--- src/rtl/mac_learn_table.sv ---
// MAC source-address learning table: round-robin learn arbiter, registered lookup port,
// and (with MAC_AGING_EN defined) a per-tick background aging sweep that expires stale entries.
module mac_learn_table #(
    parameter int pPORTS    = 4,
    parameter int pSLOTS    = 64,
    parameter int pAGE_MAX  = 300,
    parameter int pTICK_DIV = 32768,
    localparam int AW = $clog2(pSLOTS),
    localparam int PW = $clog2(pPORTS),
    localparam int CW = $clog2(pSLOTS + 1)
) (
    input  logic                 iclk,
    input  logic                 irst,
    input  logic [pPORTS-1:0]    i_learn_req,
    input  logic [pPORTS*AW-1:0] i_learn_slot,
    output logic [pPORTS-1:0]    o_learn_ack,
    input  logic                 i_lookup_en,
    input  logic [AW-1:0]        i_lookup_slot,
    output logic                 o_lookup_valid,
    output logic                 o_lookup_hit,
    output logic [PW-1:0]        o_lookup_port,
    output logic                 o_sweep_active,
    output logic [CW-1:0]        o_entry_count
);

    if (pPORTS < 2 || pAGE_MAX < 1 || pTICK_DIV < 2 * pSLOTS || (pSLOTS & (pSLOTS - 1)) != 0) begin : g_cfg_check
        $error("mac_learn_table: invalid parameter set");
    end

    logic [pSLOTS-1:0] valid_reg;
    logic [PW-1:0]     port_reg [pSLOTS];
    logic [PW-1:0]     ptr_reg;
    logic [PW-1:0]     ptr_next;
    logic [pPORTS-1:0] ack_reg;
    logic              lookup_valid_reg;
    logic              lookup_hit_reg;
    logic [PW-1:0]     lookup_port_reg;
    logic [CW-1:0]     count_reg;
    logic [CW-1:0]     count_next;

    logic [AW-1:0]     slot_arr [pPORTS];
    logic [PW:0]       scan_sum [pPORTS];
    logic [PW-1:0]     scan_idx [pPORTS];
    logic              grant_vld;
    logic [PW-1:0]     grant_port;
    logic [AW-1:0]     grant_slot;
    logic              grant_new;
    logic              expire;

    // scan_idx[gi] is the port examined at priority position gi, i.e. (ptr + gi) mod pPORTS
    for (genvar gi = 0; gi < pPORTS; gi++) begin : g_port
        assign slot_arr[gi] = i_learn_slot[gi*AW +: AW];
        assign scan_sum[gi] = {1'b0, ptr_reg} + (PW+1)'(gi);
        assign scan_idx[gi] = (scan_sum[gi] >= (PW+1)'(pPORTS)) ?
                              PW'(scan_sum[gi] - (PW+1)'(pPORTS)) : scan_sum[gi][PW-1:0];
    end

    always_comb begin
        grant_vld  = 1'b0;
        grant_port = '0;
        for (int i = 0; i < pPORTS; i++) begin
            if (!grant_vld && i_learn_req[scan_idx[i]]) begin
                grant_vld  = 1'b1;
                grant_port = scan_idx[i];
            end
        end
        grant_slot = slot_arr[grant_port];
        grant_new  = grant_vld && !valid_reg[grant_slot];
        ptr_next   = ptr_reg;
        if (grant_vld) begin
            ptr_next = (grant_port == PW'(pPORTS - 1)) ? '0 : grant_port + PW'(1);
        end
    end

`ifdef MAC_AGING_EN
    localparam int GW = $clog2(pAGE_MAX + 1);
    localparam int TW = $clog2(pTICK_DIV);

    logic [GW-1:0] age_reg [pSLOTS];
    logic [TW-1:0] presc_reg;
    logic          sweep_active_reg;
    logic [AW-1:0] sweep_idx_reg;
    logic          tick;
    logic          sweep_live;
    logic          decrement;

    // A learn to the slot under the sweep takes precedence over aging it
    assign tick       = (presc_reg == TW'(pTICK_DIV - 1));
    assign sweep_live = sweep_active_reg && valid_reg[sweep_idx_reg] &&
                        !(grant_vld && grant_slot == sweep_idx_reg);
    assign expire     = sweep_live && (age_reg[sweep_idx_reg] == GW'(1));
    assign decrement  = sweep_live && (age_reg[sweep_idx_reg] > GW'(1));

    always_ff @(posedge iclk) begin
        if (irst) begin
            presc_reg        <= '0;
            sweep_active_reg <= 1'b0;
            sweep_idx_reg    <= '0;
            for (int i = 0; i < pSLOTS; i++) begin
                age_reg[i] <= '0;
            end
        end else begin
            presc_reg <= tick ? '0 : presc_reg + TW'(1);
            if (tick) begin
                sweep_active_reg <= 1'b1;
                sweep_idx_reg    <= '0;
            end else if (sweep_active_reg) begin
                if (sweep_idx_reg == AW'(pSLOTS - 1)) begin
                    sweep_active_reg <= 1'b0;
                end
                sweep_idx_reg <= sweep_idx_reg + AW'(1);
            end
            if (grant_vld) begin
                age_reg[grant_slot] <= GW'(pAGE_MAX);
            end
            if (decrement) begin
                age_reg[sweep_idx_reg] <= age_reg[sweep_idx_reg] - GW'(1);
            end
            if (expire) begin
                age_reg[sweep_idx_reg] <= '0;
            end
        end
    end

    assign o_sweep_active = sweep_active_reg;
`else
    assign expire         = 1'b0;
    assign o_sweep_active = 1'b0;
`endif

    always_comb begin
        count_next = count_reg;
        if (grant_new && !expire) begin
            count_next = count_reg + CW'(1);
        end else if (!grant_new && expire) begin
            count_next = count_reg - CW'(1);
        end
    end

    // Lookup samples the table before this edge's learn/expiry writes land
    always_ff @(posedge iclk) begin
        if (irst) begin
            valid_reg        <= '0;
            ptr_reg          <= '0;
            ack_reg          <= '0;
            lookup_valid_reg <= 1'b0;
            lookup_hit_reg   <= 1'b0;
            lookup_port_reg  <= '0;
            count_reg        <= '0;
            for (int i = 0; i < pSLOTS; i++) begin
                port_reg[i] <= '0;
            end
        end else begin
            ack_reg          <= '0;
            ptr_reg          <= ptr_next;
            count_reg        <= count_next;
            lookup_valid_reg <= i_lookup_en;
            lookup_hit_reg   <= i_lookup_en && valid_reg[i_lookup_slot];
            lookup_port_reg  <= (i_lookup_en && valid_reg[i_lookup_slot]) ? port_reg[i_lookup_slot] : '0;
`ifdef MAC_AGING_EN
            if (expire) begin
                valid_reg[sweep_idx_reg] <= 1'b0;
            end
`endif
            if (grant_vld) begin
                ack_reg[grant_port]  <= 1'b1;
                valid_reg[grant_slot] <= 1'b1;
                port_reg[grant_slot]  <= grant_port;
            end
        end
    end

    assign o_learn_ack    = ack_reg;
    assign o_lookup_valid = lookup_valid_reg;
    assign o_lookup_hit   = lookup_hit_reg;
    assign o_lookup_port  = lookup_port_reg;
    assign o_entry_count  = count_reg;

endmodule
--- config.mk ---
export PLATFORM = sky130hd
export DESIGN_NAME = mac_learn_table
export DESIGN_NICKNAME = d
export VERILOG_FILES = /design/src/rtl/mac_learn_table.sv
export SDC_FILE = /design/constraint.sdc
export NUM_CORES = 1
export LEC_CHECK = 0
export BUFFER_PORTS_ARGS = -buffer_cell sky130_fd_sc_hd__buf_2
export CELL_PAD_IN_SITES_DETAIL_PLACEMENT = 2
export CELL_PAD_IN_SITES_GLOBAL_PLACEMENT = 2
export CORE_MARGIN = 2
export CORE_UTILIZATION = 38
export CTS_CLUSTER_DIAMETER = 100
export DETAILED_ROUTE_END_ITERATION = 7
export PLACE_DENSITY_LB_ADDON = 0.12
export SYNTH_ARGS = -nofsm -noshare
export SYNTH_HDL_FRONTEND = slang
export SYNTH_SLANG_ARGS = --single-unit
--- constraint.sdc ---
create_clock -name iclk -period 3.7 [get_ports iclk]
set_input_delay 0.185 -clock iclk [delete_from_list [all_inputs] [get_ports iclk]]
set_output_delay 0.185 -clock iclk [all_outputs]
set_load 0.05 [all_outputs]
==> flow_summary.toml, run 1 <==
[timing]
drv_slew = 0
worst_pin_slew_ps = 1080
fin_ws_ps = 191
tns_ps = 0
final-setup-viol-count = 0
hold_violations = 0
finClkSkew_ps = 18.9
max-slew-margin-rel = 0.279
finalCritPeriodShare = 0.948
fin_crit_ps = 3510
fmax_mhz = 285
rsz0062_at_grt = "false"

[synth]
synth_edf_count = 128
syn_area_um2 = 10400
synth-adder-area-share = 0.00601
synthMuxAreaShare = 0.181
yosys_warnings = 0
synthSimpleGateAreaFrac = 0.136
syn_nets = 938
synth_top_family_by_area = "multiplexers"
synth_compound_area_frac = 0.0946
async_flop_share = 0
yosys.area_share.xor_xnor = 0
avgSynthCellArea_um2 = 11.6
postSynthRegisterBits = 209
synthFlopType = "edfxtp_1"
syn_inst = 896
synth.distinct_cells = 55
ys_seq_area_frac = 0.525

[route]
drt-vias-per-instance = 5.91
num_vias = 7666
drt-total-wl_mm = 33.3
drc = 0
antenna_left = 0
drtIter0Drc = 557
wl_per_cell_um = 25.6
first_pass_iters = 5

[min_path]
hold_path_class = "in -> reg"

[outcome]
outcome = "finished clean"

[global_routing]
grt_use_total = 0.236
grt_max_degree = 103
grtUsageMet2 = 0.408
globalRoute.busiestLayer = "met2"
met3_usage = 0.0292
grtUsageMet1 = 0.316
grt_overflow_total = 0
grt_pass1_vias = 8457
grt_pass1_wl_mm = 51.6
antenna_found_initial = 0

[worst_setup_path]
worst-path-max-fanout = 9
reg2reg_depth = 14
worstReg2RegEnd = "o_entry_count[2]"
r2r_slack_ps = 190
end_kind = "flip-flop"
r2r_start = "ptr_reg[1]"
start_kind = "flip-flop"
required_ps = 4140
critPathKind = "reg -> reg"
crit_start = "ptr_reg[1]"
worst_ep_arrival_time_ps = 3950
critPathCapture = "o_entry_count[2]"

[floorplan]
die-height_um = 169
num_io_pins = 53
core_area_um2 = 27000
fp.dieW_um = 169
row_count = 60
initial_core_util = 0.386
die_area_um2 = 28700

[place]
dp_slack_ps = -60.1
gp_congestion = 0.886
dp_cells = 1252
placed_area_um2 = 11200
port_buffers = 51
dp_hpwl_mm = 22.9

[pwr]
power_mw = 6.43
peakVddDrop_uv = 288
p_per_area_nw_per_um2 = 535
leakagePower_nw = 4.16

[cells_and_area]
antennaDiodeCount = 0
area_growth_pct = 15.5
fillers = 2669
fin_nets = 982
design_area_um2 = 12000
fin_cells = 1298
largest_reg_flops = 128
drive_above_1_share = 0.241

[clocking]
htreeDepth = 1
cts_tree = "yes"
root_buffer = "clkbuf_16"
clockBufferDepth = 3
path_clk_slew_ps = 60
cts_sinks = 209
numCtsBuffers = 24
clk_latency_ps = 520

[job]
drv_cap = 0
## cells by family (layout without fill, tap and decap cells)
group	count (synthesis)	after routing
AO/OA/AOI/OAI	152	152
adder cells (fa/ha/maj)	5	5
buffers and inverters	156	217
flip-flops	209	209
multiplexers	96	96
other	1	1
AND/OR/NAND/NOR	277	277
## cells in the mapped netlist (22+ instances only)
library cell | number | area, um2
clkbuf_1 | 68 | 255
edfxtp_1 | 128 | 3840
dfxtp_1 | 81 | 1620
o22ai_1 | 37 | 231
nand2b_1 | 28 | 175
nor2_1 | 61 | 229
nor3_1 | 85 | 425
o21ai_0 | 39 | 195
inv_1 | 69 | 259
mux4_2 | 66 | 1490
nand2_1 | 22 | 82.6
nand3_1 | 32 | 160
o21bai_1 | 38 | 285
## power by group
part	switching, mW	internal, mW
Clock	0.953	1.48
Sequential	0.0739	2.59
Combinational	0.895	0.440
Total	1.92	4.51
## layout make-up
type                       count  area (um2)  share of cell area
clock buffer                  38         726              0.0604
clock inverter                 5        73.8             0.00614
inverter                      71         269              0.0224
multi-input combinational    531        4380               0.364
sequential                   209        5470               0.455
tap                          341         427              0.0355
timing repair buffer         103         679              0.0565
## critical path: stages (launching register included)
cell      delay (ps)
dfxtp_4          370
nand2_1          100
a221oi_2         260
buf_4            200
nor2_8            70
inv_4             90
mux2i_2           90
mux2i_4          310
mux4_2           550
nand3_1          100
and4_1           210
nand4_1          210
buf_6            220
or4_1            490
a21oi_2          160
## worst min-delay path by stage
stage,start,to,slack (ps),cells past startpoint
floorplan,i_lookup_en,o_lookup_valid,380,1
global placement,valid_reg[56],valid_reg[56],470,2
detailed placement,valid_reg[10],valid_reg[10],480,2
CTS,irst,ptr_reg[1],100,2
global route,irst,ptr_reg[1],140,2
finish,irst,ptr_reg[1],130,2
## layer usage
layer	part of all wire	vias up
met5	0	-
met2	0.50	193
met3	0.039	44
met4	0.021	0
li1	-	3427
met1	0.44	4002
## cell usage in the layout, fill, tap and decap left out, types with 5 or more instances in the layout
cell	Yosys	final
o21bai_1	38	37
mux2i_1	17	16
ha_1	5	5
clkbuf_16	0	26
buf_2	6	50
buf_4	1	49
or3_1	8	8
edfxtp_1	128	128
a21oi_1	11	9
and3_1	6	6
o21ai_1	5	5
o21ai_0	39	39
nor3_1	85	85
inv_1	69	69
dfxtp_1	81	79
nand2b_1	28	28
nor2_1	61	61
nand4_1	10	10
clkbuf_1	68	9
nand2_1	22	21
o22ai_1	37	37
nand3_1	32	32
mux4_2	66	68
## stage by stage
stage / hold WS (ps) / util
floorplan: 376 / -
global placement: 474 / 0.414
global route: 137 / 0.446
finish: 129 / 0.446
CTS: 101 / 0.444
detailed placement: 484 / 0.414
## timing repair
item,in CTS,in global routing
gates cloned,0,1
pin swaps,0,2
hold buffers,1,0
setup endpoints to repair,2,5
setup buffers,0,1
hold endpoints to repair,1,0
resized for setup,2,12
(Power assumes the default switching activity.)
==> run 2, diff against run 1 <==
--- a/config.mk
+++ b/config.mk
@@ -9,7 +9,7 @@
 export CELL_PAD_IN_SITES_DETAIL_PLACEMENT = 2
 export CELL_PAD_IN_SITES_GLOBAL_PLACEMENT = 2
 export CORE_MARGIN = 2
-export CORE_UTILIZATION = 38
+export CORE_UTILIZATION = 37
 export CTS_CLUSTER_DIAMETER = 100
 export DETAILED_ROUTE_END_ITERATION = 7
 export PLACE_DENSITY_LB_ADDON = 0.12
==> run 2 against run 1 <==
  * Flip-flop and latch count did not move
  * Critical path depth rose by 1
  * Hold slack improved by 61 ps
  * First-iteration DRC count fell by 12%
  * Worst setup slack improved by 12 ps
  * Sequential power barely moved
  * Critical endpoint is now o_entry_count[6]
  * Largest cell class unchanged
  * Highest routed layer is now met5
==> flow_summary.toml, run 2 (same netlist as run 1, synthesis figures left out) <==
[worst_setup_path]
worstReg2RegEnd = "o_entry_count[6]"
worst_ep_arrival_time_ps = 3930
critPathSlowestCell = "or4_1"
required_ps = 4130
reg2reg_depth = 15
r2r_slack_ps = 200
critPathKind = "reg -> reg"
end_kind = "flip-flop"
path_cells = "nand2_1 -> a221oi_2 -> buf_4 -> nor2_8 -> inv_4 -> mux2i_4 -> mux2i_4 -> buf_12 -> mux4_1 -> nand3_1 -> and4_1 -> nand4_1 -> buf_4 -> or4_1 -> a21oi_2"
crit_buf_inv = 4
r2r_start = "ptr_reg[1]"
crit_family = "simple AND/OR/NAND/NOR gates"
start_kind = "flip-flop"
worst-path-max-fanout = 9
cpPeakStageDelay_ps = 530

[timing]
finalCritPeriodShare = 0.945
max-slew-margin-rel = 0.426
drv_slew = 0
finClkSkew_ps = 12.9
hold_violations = 0
tns_ps = 0
worst_pin_slew_ps = 861
fmax_mhz = 286
final-setup-viol-count = 0
fin_crit_ps = 3500

[route]
drc = 0
drt-total-wl_mm = 33.4
drtIter0Drc = 488
antenna_left = 0
drt-vias-per-instance = 5.66
num_vias = 7562
first_pass_iters = 4
wl_per_cell_um = 25.0

[job]
drv_cap = 0

[min_path]
hold_path_class = "in -> reg"
holdCritStartpoint = "i_lookup_slot[5]"
holdPathEnd = "o_lookup_port[0]"
hold_depth = 3

[cells_and_area]
fin_nets = 981
layout_common_cells = "edfxtp_1, nor3_1, dfxtp_1"
antennaDiodeCount = 0
area_growth_pct = 15.8
mostFrequentLayoutCell = "edfxtp_1"
fin_cells = 1335
drive_above_1_share = 0.237
largest_reg_flops = 128
design_area_um2 = 12000

[place]
placed_area_um2 = 11200
port_buffers = 51
dp_hpwl_mm = 23.4
gp_congestion = 0.937
dp_cells = 1286

[global_routing]
grt_overflow_total = 0
grt_use_total = 0.236
antenna_found_initial = 2
grt_pass1_wl_mm = 52.2
grt_max_degree = 75
grt_pass1_vias = 8507

[clocking]
root_buffer = "clkbuf_16"
clockBufferDepth = 3
path_clk_slew_ps = 60
numCtsBuffers = 24
cts_sinks = 209
cts_tree = "yes"
htreeDepth = 1
clk_latency_ps = 520

[floorplan]
core_area_um2 = 27700
num_io_pins = 53
die_area_um2 = 29500
row_count = 61
initial_core_util = 0.376
die-height_um = 172
fp.dieW_um = 172

[pwr]
p_per_area_nw_per_um2 = 524
peakVddDrop_uv = 335
leakagePower_nw = 4.17

[outcome]
outcome = "finished clean"
## run 2: cell count changes in the layout (fill, tap and decap cells not counted), sizes merged
cell	before	now
clkbuf	38	39
bufinv	2	0
inv	71	72
buf	102	101
clkinv	3	4
## run 2: final cells by class
| class | instances | area (um2) |
|---|---|---|
| well taps | 378 | 473 |
| inverters | 71 | 269 |
| clock inverters | 5 | 27.5 |
| multi-input cells | 531 | 4400 |
| fillers | 2831 | 15700 |
| repair buffers | 102 | 683 |
| flip-flops and latches | 209 | 5470 |
| clock buffers | 39 | 732 |
## run 2: power by group
group	switching (mW)	total [mW]	internal [mW]	leakage [nW]
clock network	0.948	2.30	1.35	0.376
logic	0.897	1.35	0.451	1.81
registers	0.0775	2.67	2.59	1.98
## run 2: per-layer routing
metal	global-route usage	routed length (um)
met1	0.315	14700
met2	0.407	16500
met3	0.0260	1340
met4	0.0641	833
met5	0	27
## run 2: through the flow
step | setup WS, ps | power (mW) | hold WS [ps] | utilization
CTS | 77.6 | 6.35 | 164 | 0.432
global route | -36.3 | 6.58 | 200 | 0.435
detailed placement | -216 | 4.03 | 484 | 0.404
floorplan | 217 | 3.53 | 376 | -
global placement | 77.0 | 3.96 | 470 | 0.404
finish | 203 | 6.32 | 190 | 0.435
## run 2: worst max-delay path by stage
stage,start,endpoint,slack [ps],depth (start not counted)
2_1_floorplan,ptr_reg[1],o_entry_count[5],220,13
3_3_place_gp,ptr_reg[1],o_entry_count[5],80,13
3_5_place_dp,ptr_reg[1],o_entry_count[4],-220,13
4_1_cts,ptr_reg[1],o_entry_count[5],80,14
5_1_grt,ptr_reg[1],o_entry_count[6],-40,16
6_report,ptr_reg[1],o_entry_count[6],200,15
## run 2: repair_timing
action | in CTS | in global routing
gates resized for setup | 1 | 9
pin swaps | 1 | 1
hold buffers | 1 | 0
cloned | 0 | 0
hold endpoints to repair | 1 | 0
setup buffers | 2 | 2
endpoints found under the setup margin | 5 | 11
## run 2: worst min-delay path: stages
cell    delay [ps]
buf_2          140
mux4_2         190
and3_1         140
==> run 3, diff against run 2 <==
--- a/config.mk
+++ b/config.mk
@@ -12,7 +12,7 @@
 export CORE_UTILIZATION = 37
 export CTS_CLUSTER_DIAMETER = 100
 export DETAILED_ROUTE_END_ITERATION = 7
-export PLACE_DENSITY_LB_ADDON = 0.12
+export PLACE_DENSITY = 0.84
 export SYNTH_ARGS = -nofsm -noshare
 export SYNTH_HDL_FRONTEND = slang
 export SYNTH_SLANG_ARGS = --single-unit
==> run 3 against run 2 <==
  * Worst setup slack got worse by 20 ps
  * Non-clock buffer count is 2 higher
  * Critical path type unchanged
  * Cell count up 0.15%
  * Register-to-register slack lost 20 ps
  * Utilization up 0.15 points
  * Combinational power hardly changed
  * Critical path depth decreased by 2
  * Wire length is 0.89% higher
  * Critical endpoint is now o_entry_count[5]
  * Highest routed layer unchanged
==> flow_summary.toml, run 3 (same netlist as run 1, synthesis figures left out) <==
[worst_setup_path]
critPathCapture = "o_entry_count[5]"
crit_buf_inv = 2
cpPeakStageDelay_ps = 580
critPathKind = "reg -> reg"
cp.depth = 13
worst_ep_arrival_time_ps = 3930
start_kind = "flip-flop"
r2r_slack_ps = 180
end_kind = "flip-flop"
worstReg2RegEnd = "o_entry_count[5]"
critPathSlowestCell = "mux4_2"
crit_start = "ptr_reg[0]"
r2r_start = "ptr_reg[0]"
worst-path-max-fanout = 12
crit_family = "multiplexers"
required_ps = 4120
path_cells = "nor2b_1 -> o21ba_1 -> nor2_8 -> inv_4 -> mux2i_2 -> mux2i_4 -> mux4_2 -> nand3_1 -> and4_1 -> nand4_1 -> buf_4 -> nor4_1 -> mux2_1"
reg2reg_depth = 13

[floorplan]
num_io_pins = 53
core_area_um2 = 27700
row_count = 61
fp.dieW_um = 172
initial_core_util = 0.376
die-height_um = 172
die_area_um2 = 29500

[min_path]
holdCritStartpoint = "irst"
hold_path_class = "in -> reg"

[pwr]
peakVddDrop_uv = 313
p_per_area_nw_per_um2 = 529
leakagePower_nw = 4.17

[place]
gp_congestion = 0.859
placed_area_um2 = 11300
dp_cells = 1289
port_buffers = 51
dp_slack_ps = -146
dp_hpwl_mm = 22.7

[timing]
finalCritPeriodShare = 0.951
finClkSkew_ps = 6.49
worst_pin_slew_ps = 834
hold_violations = 0
drv_slew = 0
fin_crit_ps = 3520
final-setup-viol-count = 0
fin_ws_ps = 183
tns_ps = 0
fmax_mhz = 284
rsz0062_at_grt = "false"
max-slew-margin-rel = 0.442

[clocking]
htreeDepth = 1
root_buffer = "clkbuf_16"
clockBufferDepth = 3
numCtsBuffers = 24
cts_tree = "yes"
path_clk_slew_ps = 60
cts_sinks = 209
clk_latency_ps = 530

[cells_and_area]
design_area_um2 = 12100
area_growth_pct = 16.2
fin_cells = 1337
drive_above_1_share = 0.240
largest_reg_flops = 128
mostFrequentLayoutCell = "edfxtp_1"
layout_common_cells = "edfxtp_1, nor3_1, dfxtp_1"
fin_nets = 983
fillers = 2799
antennaDiodeCount = 0

[route]
first_pass_iters = 5
drt-total-wl_mm = 33.7
wl_per_cell_um = 25.2
drtIter0Drc = 588
drt-vias-per-instance = 5.83
antenna_left = 0
num_vias = 7791
drc = 0

[job]
drv_cap = 0

[global_routing]
grt_max_degree = 105
grt_use_total = 0.235
grt_pass1_wl_mm = 52.0
grt_pass1_vias = 8613
antenna_found_initial = 1
grt_overflow_total = 0

[outcome]
outcome = "finished clean"
==> run 3: layout make-up <==
cell class	instances	area, um2	area share
clock buffer	38	703	0.0582
clock inverter	6	66.3	0.00549
inverter	71	269	0.0223
multi-input combinational	531	4370	0.362
sequential	209	5470	0.452
tap	378	473	0.0391
timing repair buffer	104	736	0.0609
==> run 3: how the worst min path moves through the flow <==
stage                       endpoint  slack (ps)  cells past startpoint
floorplan             o_lookup_valid         380                      1
global placement       valid_reg[59]         470                      2
detailed placement     valid_reg[44]         490                      2
CTS                    valid_reg[23]         150                      2
global route        o_lookup_port[1]         180                      3
finish                 valid_reg[23]         170                      2
==> run 3: what timing repair did <==
action                                 in CTS  in global routing
resized for setup                           2                  8
endpoints found under the hold margin       1                  0
setup endpoints to repair                   5                 15
setup buffers                               2                  1
hold buffers                                1                  0
pin swaps                                   0                  0
==> run 3: where the power goes <==
part	total [mW]	internal (mW)	switching [mW]	leakage, nW
clock	2.34	1.37	0.968	0.379
sequential	2.67	2.59	0.0779	1.98
combinational	1.38	0.461	0.922	1.82
==> run 3: metrics by stage <==
stage / power, mW / utilization / hold WS [ps]
finish: 6.39 / 0.436 / 166
global route: 6.61 / 0.436 / 179
CTS: 6.41 / 0.435 / 155
detailed placement: 4.04 / 0.406 / 491
global placement: 3.97 / 0.406 / 469
floorplan: 3.53 / - / 376
==> run 3: layer usage <==
layer / share of wire / GRT usage / routed length (um)
met5: 0.00039 / 0 / 13
met1: 0.41 / 0.293 / 13700
met2: 0.51 / 0.415 / 17000
met3: 0.056 / 0.0412 / 1890
met4: 0.031 / 0.0733 / 1040
